$ cat src/rtl/fpu_div_pkg.sv
// Shared definitions for the FDIV mantissa divider: FSM state encoding and default width.
package fpu_div_pkg;

    localparam int unsigned DIV_DEF_WIDTH = 24;

    typedef enum logic [1:0] {
        IDLE = 2'd0,
        ITER = 2'd1,
        FIX  = 2'd2,
        DONE = 2'd3
    } div_state_e;

endpackage

$ cat src/rtl/seq_div_nr_if.sv
// Start/busy/valid handshake bundle for seq_div_nr.
//   master: FPU control side (drives start + operands, observes status/results)
//   slave : divider side
interface seq_div_nr_if
    import fpu_div_pkg::*;
#(
    parameter int unsigned WIDTH = DIV_DEF_WIDTH
) ();

    logic             i_start;
    logic [WIDTH-1:0] i_dividend;
    logic [WIDTH-1:0] i_divisor;
    logic             o_busy;
    logic             o_valid;
    logic [WIDTH-1:0] o_quotient;
    logic [WIDTH-1:0] o_remainder;
    logic             o_div_zero;

    modport master (
        output i_start, i_dividend, i_divisor,
        input  o_busy, o_valid, o_quotient, o_remainder, o_div_zero
    );

    modport slave (
        input  i_start, i_dividend, i_divisor,
        output o_busy, o_valid, o_quotient, o_remainder, o_div_zero
    );

endinterface

$ cat src/rtl/addsub_nb.sv
// N-bit ripple add/subtract cell: sum = a + (b ^ {N{sub}}) + sub.
//   a, b : operands
//   sub  : 1 = subtract (inverts b and supplies the carry-in)
//   sum  : N-bit result, cout : carry out
module addsub_nb #(
    parameter int unsigned N = 8
) (
    input  logic [N-1:0] a,
    input  logic [N-1:0] b,
    input  logic         sub,
    output logic [N-1:0] sum,
    output logic         cout
);

    localparam int unsigned NW = N + 1;

    logic [N:0] full;

    always_comb begin
        full = NW'(a) + NW'(b ^ {N{sub}}) + NW'(sub);
    end

    assign sum  = full[N-1:0];
    assign cout = full[N];

endmodule

$ cat src/rtl/seq_div_nr.sv
// Multi-cycle unsigned non-restoring divider, one quotient bit per cycle.
//   i_clk   : clock, rising edge
//   i_rst_n : synchronous active-low reset
//   bus     : slave side of the start/busy/valid handshake (operands in, results out)
// Latency from accepted start to o_valid is WIDTH+2 cycles, or 1 cycle for a zero divisor.
module seq_div_nr
    import fpu_div_pkg::*;
#(
    parameter int unsigned WIDTH = DIV_DEF_WIDTH
) (
    input logic        i_clk,
    input logic        i_rst_n,
    seq_div_nr_if.slave bus
);

    localparam int unsigned RW = WIDTH + 1;
    localparam int unsigned CW = $clog2(WIDTH);

    div_state_e       state_q, state_d;
    logic [CW-1:0]    cnt_q, cnt_d;
    logic [RW-1:0]    r_q, r_d;
    logic [WIDTH-1:0] q_q, q_d;
    logic [WIDTH-1:0] d_q, d_d;
    logic [WIDTH-1:0] quo_q, quo_d;
    logic [WIDTH-1:0] rem_q, rem_d;
    logic             dz_q, dz_d;
    logic             busy_q, valid_q;

    logic [RW-1:0]    r_shift;
    logic [RW-1:0]    as_a, as_b, as_sum;
    logic             as_sub;
    logic             unused_cout;

    // Partial remainder shifted left with the next dividend bit from the top of Q
    assign r_shift = {r_q[WIDTH-1:0], q_q[WIDTH-1]};
    assign as_b    = {1'b0, d_q};

    // Single shared add/sub; the carry-out is meaningless in modulo-2^RW arithmetic
    addsub_nb #(.N(RW)) u_addsub (
        .a    (as_a),
        .b    (as_b),
        .sub  (as_sub),
        .sum  (as_sum),
        .cout (unused_cout)
    );

    // Next-state and datapath control
    always_comb begin
        state_d = state_q;
        cnt_d   = cnt_q;
        r_d     = r_q;
        q_d     = q_q;
        d_d     = d_q;
        quo_d   = quo_q;
        rem_d   = rem_q;
        dz_d    = dz_q;
        as_a    = r_shift;
        as_sub  = ~r_q[WIDTH];

        case (state_q)
            IDLE: begin
                if (bus.i_start) begin
                    d_d   = bus.i_divisor;
                    q_d   = bus.i_dividend;
                    r_d   = '0;
                    cnt_d = CW'(WIDTH - 1);
                    if (bus.i_divisor == '0) begin
                        dz_d    = 1'b1;
                        quo_d   = '1;
                        rem_d   = bus.i_dividend;
                        state_d = DONE;
                    end else begin
                        dz_d    = 1'b0;
                        state_d = ITER;
                    end
                end
            end
            ITER: begin
                // Subtract when the old remainder is non-negative, add otherwise
                r_d = as_sum;
                q_d = {q_q[WIDTH-2:0], ~as_sum[WIDTH]};
                if (cnt_q == '0) begin
                    state_d = FIX;
                end else begin
                    cnt_d = cnt_q - CW'(1);
                end
            end
            FIX: begin
                // Restore a negative final remainder by adding D back
                as_a   = r_q;
                as_sub = 1'b0;
                if (r_q[WIDTH]) begin
                    r_d = as_sum;
                end
                quo_d   = q_q;
                rem_d   = r_d[WIDTH-1:0];
                state_d = DONE;
            end
            DONE: begin
                state_d = IDLE;
            end
            default: begin
                state_d = IDLE;
            end
        endcase
    end

    // State, datapath and output registers
    always_ff @(posedge i_clk) begin
        if (!i_rst_n) begin
            state_q <= IDLE;
            cnt_q   <= '0;
            r_q     <= '0;
            q_q     <= '0;
            d_q     <= '0;
            quo_q   <= '0;
            rem_q   <= '0;
            dz_q    <= 1'b0;
            busy_q  <= 1'b0;
            valid_q <= 1'b0;
        end else begin
            state_q <= state_d;
            cnt_q   <= cnt_d;
            r_q     <= r_d;
            q_q     <= q_d;
            d_q     <= d_d;
            quo_q   <= quo_d;
            rem_q   <= rem_d;
            dz_q    <= dz_d;
            busy_q  <= (state_d != IDLE);
            valid_q <= (state_d == DONE);
        end
    end

    assign bus.o_busy      = busy_q;
    assign bus.o_valid     = valid_q;
    assign bus.o_quotient  = quo_q;
    assign bus.o_remainder = rem_q;
    assign bus.o_div_zero  = dz_q;

endmodule
$ cat src/flat_wrapper.sv
// flat-port wrapper written by rule: the top's interface ports become plain ports
module seq_div_nr_flat import fpu_div_pkg::*;
#(
    parameter int unsigned WIDTH = DIV_DEF_WIDTH
)
  (i_clk, i_rst_n, bus_i_start, bus_i_dividend, bus_i_divisor, bus_o_busy, bus_o_valid, bus_o_quotient, bus_o_remainder, bus_o_div_zero);
  seq_div_nr_if #(.WIDTH(WIDTH)) bus_i ();
  input logic i_clk;
  input logic i_rst_n;
  input wire logic [$bits(bus_i.i_start)-1:0] bus_i_start;
  input wire logic [$bits(bus_i.i_dividend)-1:0] bus_i_dividend;
  input wire logic [$bits(bus_i.i_divisor)-1:0] bus_i_divisor;
  output wire logic [$bits(bus_i.o_busy)-1:0] bus_o_busy;
  output wire logic [$bits(bus_i.o_valid)-1:0] bus_o_valid;
  output wire logic [$bits(bus_i.o_quotient)-1:0] bus_o_quotient;
  output wire logic [$bits(bus_i.o_remainder)-1:0] bus_o_remainder;
  output wire logic [$bits(bus_i.o_div_zero)-1:0] bus_o_div_zero;
  assign bus_i.i_start = bus_i_start;
  assign bus_i.i_dividend = bus_i_dividend;
  assign bus_i.i_divisor = bus_i_divisor;
  assign bus_o_busy = bus_i.o_busy;
  assign bus_o_valid = bus_i.o_valid;
  assign bus_o_quotient = bus_i.o_quotient;
  assign bus_o_remainder = bus_i.o_remainder;
  assign bus_o_div_zero = bus_i.o_div_zero;
  seq_div_nr #(.WIDTH(WIDTH)) u_core (.i_clk(i_clk), .i_rst_n(i_rst_n), .bus(bus_i));
endmodule
$ cat config.mk
export PLATFORM = sky130hd
export DESIGN_NAME = seq_div_nr_flat
export DESIGN_NICKNAME = d
export VERILOG_FILES = /design/src/rtl/fpu_div_pkg.sv /design/src/rtl/seq_div_nr_if.sv /design/src/rtl/addsub_nb.sv /design/src/rtl/seq_div_nr.sv /design/src/flat_wrapper.sv
export SDC_FILE = /design/constraint.sdc
export NUM_CORES = 1
export LEC_CHECK = 0
export CAP_MARGIN = 20
export CORE_ASPECT_RATIO = 1.5
export CORE_UTILIZATION = 45
export DETAILED_ROUTE_END_ITERATION = 8
export GPL_TIMING_DRIVEN = 0
export PLACE_DENSITY = 0.68
export SETUP_SLACK_MARGIN = 0.4
export SYNTH_ARGS = -nofsm -noshare
export SYNTH_HDL_FRONTEND = slang
export SYNTH_SLANG_ARGS = --single-unit
$ cat constraint.sdc
create_clock -name i_clk -period 5.5 [get_ports i_clk]
set_input_delay 1.1 -clock i_clk [delete_from_list [all_inputs] [get_ports i_clk]]
set_output_delay 1.1 -clock i_clk [all_outputs]
set_load 0.05 [all_outputs]
## Word-level counts from Yosys, hierarchy flattened

Index checks and enable logic that the tools add are counted.

| word-level totals | value |
|---|---|
| bits in registers | 131 |
| input bits | 51 |
| output and inout bits | 51 |
| logic and storage cells | 56 |

| cells by class | value |
|---|---|
| add/subtract/negate cells | 3 |
| eq/ne operators | 7 |
| muxes and demuxes | 21 |
| bitwise gates (word level) | 3 |
| reductions and logical operators | 12 |

Operator list:

| operator | count |
|---|---|
| 24-bit one-hot mux with 2 select lines | 3 |
| 24-bit two-way mux | 5 |
| 25-bit two-way mux | 3 |
| 25-bit one-hot mux with 3 select lines | 1 |
| 25-bit by 1-bit adder with 25-bit output | 1 |
| 25-bit adder | 1 |
| 24-bit by 25-bit XOR with 25-bit output | 1 |
| 24-bit zero test | 1 |
| 5-bit two-way mux | 2 |
| 5-bit one-hot mux with 2 select lines | 1 |
| 2-bit one-hot mux with 4 select lines | 1 |
| 2-bit equality test (second input constant) | 3 |
| 2-bit two-way mux | 3 |
| 2-bit AND reduction | 3 |
| 3-bit AND reduction | 2 |
| 2-bit nonzero test | 3 |
| 5-bit zero test | 1 |
| 5-bit by 1-bit subtractor with 5-bit output (second input constant) | 1 |
| 2-bit inequality test (second input constant) | 2 |
| 3-bit nonzero test | 1 |
| 2-bit by 1-bit equality test with 1-bit output (second input constant) | 1 |
| 2-bit zero test | 1 |
| 1-bit two-way mux | 2 |
| 2-bit by 1-bit inequality test with 1-bit output (second input constant) | 1 |
| 1-bit NOT | 2 |

## Longest topological paths before layout

| logic depth | value |
|---|---|
| depth after elaboration | 7 |
| depth in mapped cells | 18 |
| depth with buffers taken out | 15 |

## Cells and area by module

Synthesis repeated with hierarchy kept, for this count alone.

| unflattened totals | value |
|---|---|
| cell total of the unflattened synthesis | 955 |
| area, all modules | 7883.8 um^2 |

Modules (own cells, without submodules):

| module | instances | cells an instance | area an instance (um^2) | seq. area each (um^2) |
|---|---|---|---|---|
| seq_div_nr | 1 | 742 | 6291.0 | 2622.5 |
| addsub_nb | 1 | 213 | 1592.8 | 0.0 |

## Worst setup path after synthesis

OpenSTA, ideal clock, no wires.

| timing path | value |
|---|---|
| kind | register -> register |
| start | register u_core.state_q[0] |
| end | register u_core.r_q[24] |
| library setup time | 0.086 ns |
| arrival | 3.852 ns |
| data required time | 5.414 ns |
| path slack | 1.563 ns |
| stages on the path, launching flop included | 19 |
| buffers on the path | 4 |
| clock period less this slack | 3.937 ns |
| cell sequence | dfxtp_1 > inv_1 > ha_1 > clkbuf_1 > clkbuf_1 > nor2_1 > clkbuf_1 > xor2_1 > ha_1 > clkbuf_1 > a21o_1 > a211oi_1 > nor3_1 > o22ai_1 > nand2_1 > o221ai_1 > a21boi_0 > a21oi_1 > a211oi_1 |

| on the way | value |
|---|---|
| longest elaborated chain between the ends | 7 |
| elaborated cells between the ends (all ways) | 13 |
| classes of those cells | add/sub: 2; eq/ne: 3; mux: 4; bitwise: 1; reduce/logical: 3 |

RTL lines:

| item | RTL line | RTL |
|---|---|---|
| start, declared | seq_div_nr.sv:19 | `div_state_e state_q, state_d;` |
| start signal, assigned | seq_div_nr.sv:122 | `state_q <= state_d;` |
| 2-bit equality test | seq_div_nr.sv:60 | `case (state_q)` |
| 1-bit two-way mux | seq_div_nr.sv:60 |  |
| 24-bit by 25-bit XOR with 25-bit output | addsub_nb.sv:20 | `full = NW'(a) + NW'(b ^ {N{sub}}) + NW'(sub);` |
| 25-bit adder | addsub_nb.sv:20 |  |
| 25-bit by 1-bit adder with 25-bit output | addsub_nb.sv:20 |  |
| 25-bit two-way mux | seq_div_nr.sv:92 | `if (r_q[WIDTH]) begin` |
| 25-bit one-hot mux with 3 select lines | seq_div_nr.sv:60 |  |
| end signal, assigned | seq_div_nr.sv:124 | `r_q <= r_d;` |
| end, declared | seq_div_nr.sv:21 | `logic [RW-1:0] r_q, r_d;` |

Several ways; a longest one is shown, not always the timed one.
A chain may end at the register's enable or synchronous reset.

## Worst setup path after layout

| timing path | value |
|---|---|
| start | register u_core.state_q[0] |
| end | register u_core.rem_q[17] (netlist: u_core.bus.o_remainder[17]) |

| on the way | value |
|---|---|
| longest elaborated chain between the ends | 7 |
| elaborated cells between the ends (all ways) | 13 |
| classes of those cells | add/sub: 2; eq/ne: 3; mux: 4; bitwise: 1; reduce/logical: 3 |

RTL lines:

| item | RTL line | RTL |
|---|---|---|
| 2-bit equality test | seq_div_nr.sv:60 |  |
| 1-bit two-way mux | seq_div_nr.sv:60 |  |
| 24-bit by 25-bit XOR with 25-bit output | addsub_nb.sv:20 |  |
| 25-bit adder | addsub_nb.sv:20 |  |
| 25-bit by 1-bit adder with 25-bit output | addsub_nb.sv:20 |  |
| 25-bit two-way mux | seq_div_nr.sv:92 |  |
| 24-bit one-hot mux with 2 select lines | seq_div_nr.sv:60 |  |
| end signal, assigned | seq_div_nr.sv:128 | `rem_q <= rem_d;` |
| end, declared | seq_div_nr.sv:25 | `logic [WIDTH-1:0] rem_q, rem_d;` |

Several ways; a longest one is shown, not always the timed one.

==> impl_metrics.py <==
metrics = {
    "placed_design": {
        "portBuffers": 101,
        "place_ws_ns": 0.203,
        "globalplace.congestion": 0.920,
        "place_area_sq_um": 8600,
        "place_hpwl_um": 17700,
    },
    "status": {
        "status": "finished, final reports clean",
    },
    "layout": {
        "diodes": 0,
        "mostFrequentLayoutCells": "dfxtp_1 (131), nand2_1 (118), a21oi_1 (115), clkdlybuf4s50_1 (101), nor2_1 (94)",
        "layout-drive-gt1-share": 0.0664,
        "finalInstanceArea_sq_um": 9210,
        "nets": 1121,
        "area_growth_syn_to_layout_pct": 25.6,
        "layout_commonest_cell": "dfxtp_1",
    },
    "worst_setup_path": {
        "rr_startpoint": "u_core.state_q[0]",
        "cp_slowest_stage_delay_ns": 0.42,
        "critPathSlowestCell": "a2111oi_4",
        "crit_path_cell_trace": "inv_1, ha_1, clkbuf_2, clkbuf_2, nor2_4, clkbuf_2, xor2_1, ha_1, clkbuf_1, nand3_1, a2111oi_4, o211ai_1, a31oi_2, nor2_1, o21ai_1, xor2_1, nand3_1, a21oi_1",
        "critPathTopFamily": "compound AO/OA/AOI/OAI gates",
        "r2r_end": "u_core.bus.o_remainder[17]",
        "path_max_fanout": 10,
        "crit_buf_inv": 5,
        "path_class": "reg2reg",
        "crit_arrival_ns": 5.04,
        "startpoint_type": "flip-flop",
        "cp-end-kind": "flip-flop",
        "regToRegSetupSlack_ns": 0.79,
        "cp.required_ns": 5.84,
        "worstRegToRegCells": 18,
        "timing.critical_path.mode_cell": "clkbuf_2",
    },
    "run": {
        "maxCapViolCount": 0,
    },
    "route": {
        "vias": 7159,
        "antenna_left": 0,
        "wl_um": 22400,
        "wl_per_cell_um": 17.8,
        "drcViolationCount": 0,
        "dr.pass1.iters": 5,
        "viasPerCell": 5.69,
        "drt_iter0_drc": 402,
    },
    "global_route": {
        "grt_pass1_wl_um": 35600,
        "grt.overflow.total": 0,
        "grtUsageTotal": 0.276,
        "grt_max_degree": 17,
        "grt_antenna_before_repair": 0,
        "grt_pass1_vias": 6992,
    },
    "clock_tree": {
        "path_clk_slew_ns": 0.06,
        "cts_sinks": 131,
        "clk_latency_ns": 0.42,
        "numCtsBuffers": 17,
        "cts-root-buf": "clkbuf_16",
        "h-tree-depth": 4,
        "cts_tree": "built",
        "cts_buffer_depth": 2,
        "postCtsSetupBuffers": 0,
    },
    "min_path": {
        "hold_start": "u_core.bus.o_quotient[16]",
        "min_path_type": "reg2reg",
        "whs_endpoint": "u_core.bus.o_quotient[16]",
        "hold_path_depth": 2,
    },
    "yosys": {
        "synth-edff-count": 0,
        "synth_seq_area_share": 0.358,
        "synth_seq_cells": 131,
        "synth_async_sr_flop_share": 0,
        "avgSynthCellArea_sq_um": 7.95,
        "syn-num-nets": 1001,
        "yosys_warnings": 0,
        "synthCells": 922,
        "syn_area_sq_um": 7330,
        "synth-main-ff-cell": "dfxtp_1",
        "synth.distinct_cells": 60,
    },
    "timing": {
        "finalCritPeriodShare": 0.856,
        "setup_viol": 0,
        "slew_viol_final": 0,
        "finalCriticalPeriod_ns": 4.71,
        "finalSetupTns_ns": 0,
        "fmax_ghz": 0.213,
        "rsz0062_at_grt": "no",
        "worst_clock_skew_ns": 0.0101,
        "slew_headroom": 0.466,
        "final_hold_viol_count": 0,
        "tightest_slew_ns": 0.800,
        "layout_setup_ws_ns": 0.794,
    },
    "floorplan": {
        "ios": 102,
        "dieArea_sq_um": 16800,
        "start_util": 0.465,
        "die_w_um": 106,
        "core_area_sq_um": 15800,
        "die_y_um": 158,
        "num_rows": 56,
    },
    "power_and_ir_drop": {
        "leakage_nw": 3.41,
        "ir_worst_vdd_mv": 0.237,
        "power_density_nw_per_um2": 361,
    },
}
Yosys cell counts (3+ instances only):
cell / instances / area share
a211oi_1: 35 / 0.036
and3_1: 5 / 0.0043
inv_1: 16 / 0.0082
a21oi_1: 115 / 0.079
nor2b_1: 7 / 0.0060
nand3_1: 22 / 0.015
mux2_2: 26 / 0.040
a31oi_1: 6 / 0.0051
ha_1: 27 / 0.046
nand2_1: 118 / 0.060
nand4_1: 7 / 0.0060
o211ai_1: 10 / 0.010
dfxtp_1: 131 / 0.36
mux2i_1: 34 / 0.046
o21a_1: 4 / 0.0041
o21bai_1: 4 / 0.0041
nor4_1: 9 / 0.0077
and4_1: 3 / 0.0036
nand2b_1: 5 / 0.0043
nor2_1: 95 / 0.049
a22oi_1: 14 / 0.014
xor2_1: 30 / 0.036
a21o_1: 11 / 0.011
and2_1: 3 / 0.0026
o31ai_1: 3 / 0.0031
o21ai_1: 10 / 0.0068
buf_1: 6 / 0.0031
or3_1: 6 / 0.0051
nor3_1: 7 / 0.0048
clkbuf_1: 62 / 0.032
o21ai_0: 43 / 0.029
xnor2_1: 17 / 0.020
area by class of cell:
| class | count | area [sq um] |
|---|---|---|
| sequential | 131 | 2620 |
| buffer | 68 | 263 |
| fill | 1470 | 6560 |
| multi-input combinational | 705 | 4390 |
| timing repair buffer | 101 | 1010 |
| clock inverter | 14 | 166 |
| clock buffer | 18 | 429 |
| tap | 203 | 254 |
| inverter | 18 | 67.6 |
what timing repair did:
action / CTS / global route
setup endpoints to repair: 11 / 16
resized for setup: 2 / 10
hold buffers: 0 / 0
logic make-up after synthesis:
group | count (synthesis) | synth area share
flip-flops | 131 | 0.358
adder cells (fa/ha/maj) | 28 | 0.0488
XOR/XNOR | 47 | 0.0562
AO/OA/AOI/OAI | 277 | 0.232
AND/OR/NAND/NOR | 293 | 0.175
buffers and inverters | 86 | 0.0440
multiplexers | 60 | 0.0864
power breakdown:
part	switching, mW	internal [mW]
Sequential	0.0612	1.02
Combinational	0.660	0.425
Clock	0.474	0.683
metal layers:
metal	routed length (um)	share of wire	GRT usage	vias to the layer above
met2	11300	0.51	0.508	258
met1	8940	0.40	0.298	3294
met5	0	0	0	-
met3	926	0.041	0.0360	77
li1	-	-	-	3530
met4	1170	0.052	0.168	0
worst min-delay path: cells and delay by family, from the launching register on:
family,cells,cell delay [ns]
compound gates,1,0.05
flops,1,0.31
simple gates,1,0.05
worst max path at each step:
stage	startpoint	to	depth (start not counted)
detailed placement	u_core.state_q[0]	u_core.r_q[24]	17
global route	u_core.state_q[0]	u_core.bus.o_remainder[17]	18
global placement	u_core.state_q[0]	u_core.r_q[24]	17
CTS	u_core.state_q[0]	u_core.bus.o_remainder[17]	17
floorplan	u_core.state_q[0]	u_core.r_q[24]	18
finish	u_core.state_q[0]	u_core.bus.o_remainder[17]	18
sequential cells by signal, summed over array words and instances, names as in the netlist:
name                    cells
u_core.r_q                 25
u_core.bus.o_quotient      24
u_core.bus.o_remainder     24
u_core.d_q                 24
u_core.q_q                 24
u_core.cnt_q                5
u_core.state_q              2
u_core.bus.o_busy           1
u_core.bus.o_div_zero       1
u_core.bus.o_valid          1
stage by stage:
step	util	hold slack, ns	cells	total power [mW]
6_report	0.584	0.450	1258	3.33
5_1_grt	0.584	0.469	1258	3.49
4_1_cts	0.583	0.453	1258	3.32
3_5_place_dp	0.545	0.444	1226	2.17
3_3_place_gp	0.545	0.439	1226	2.16
2_1_floorplan	-	0.440	922	1.88
No activity file was read; power rests on OpenSTA's default activity.
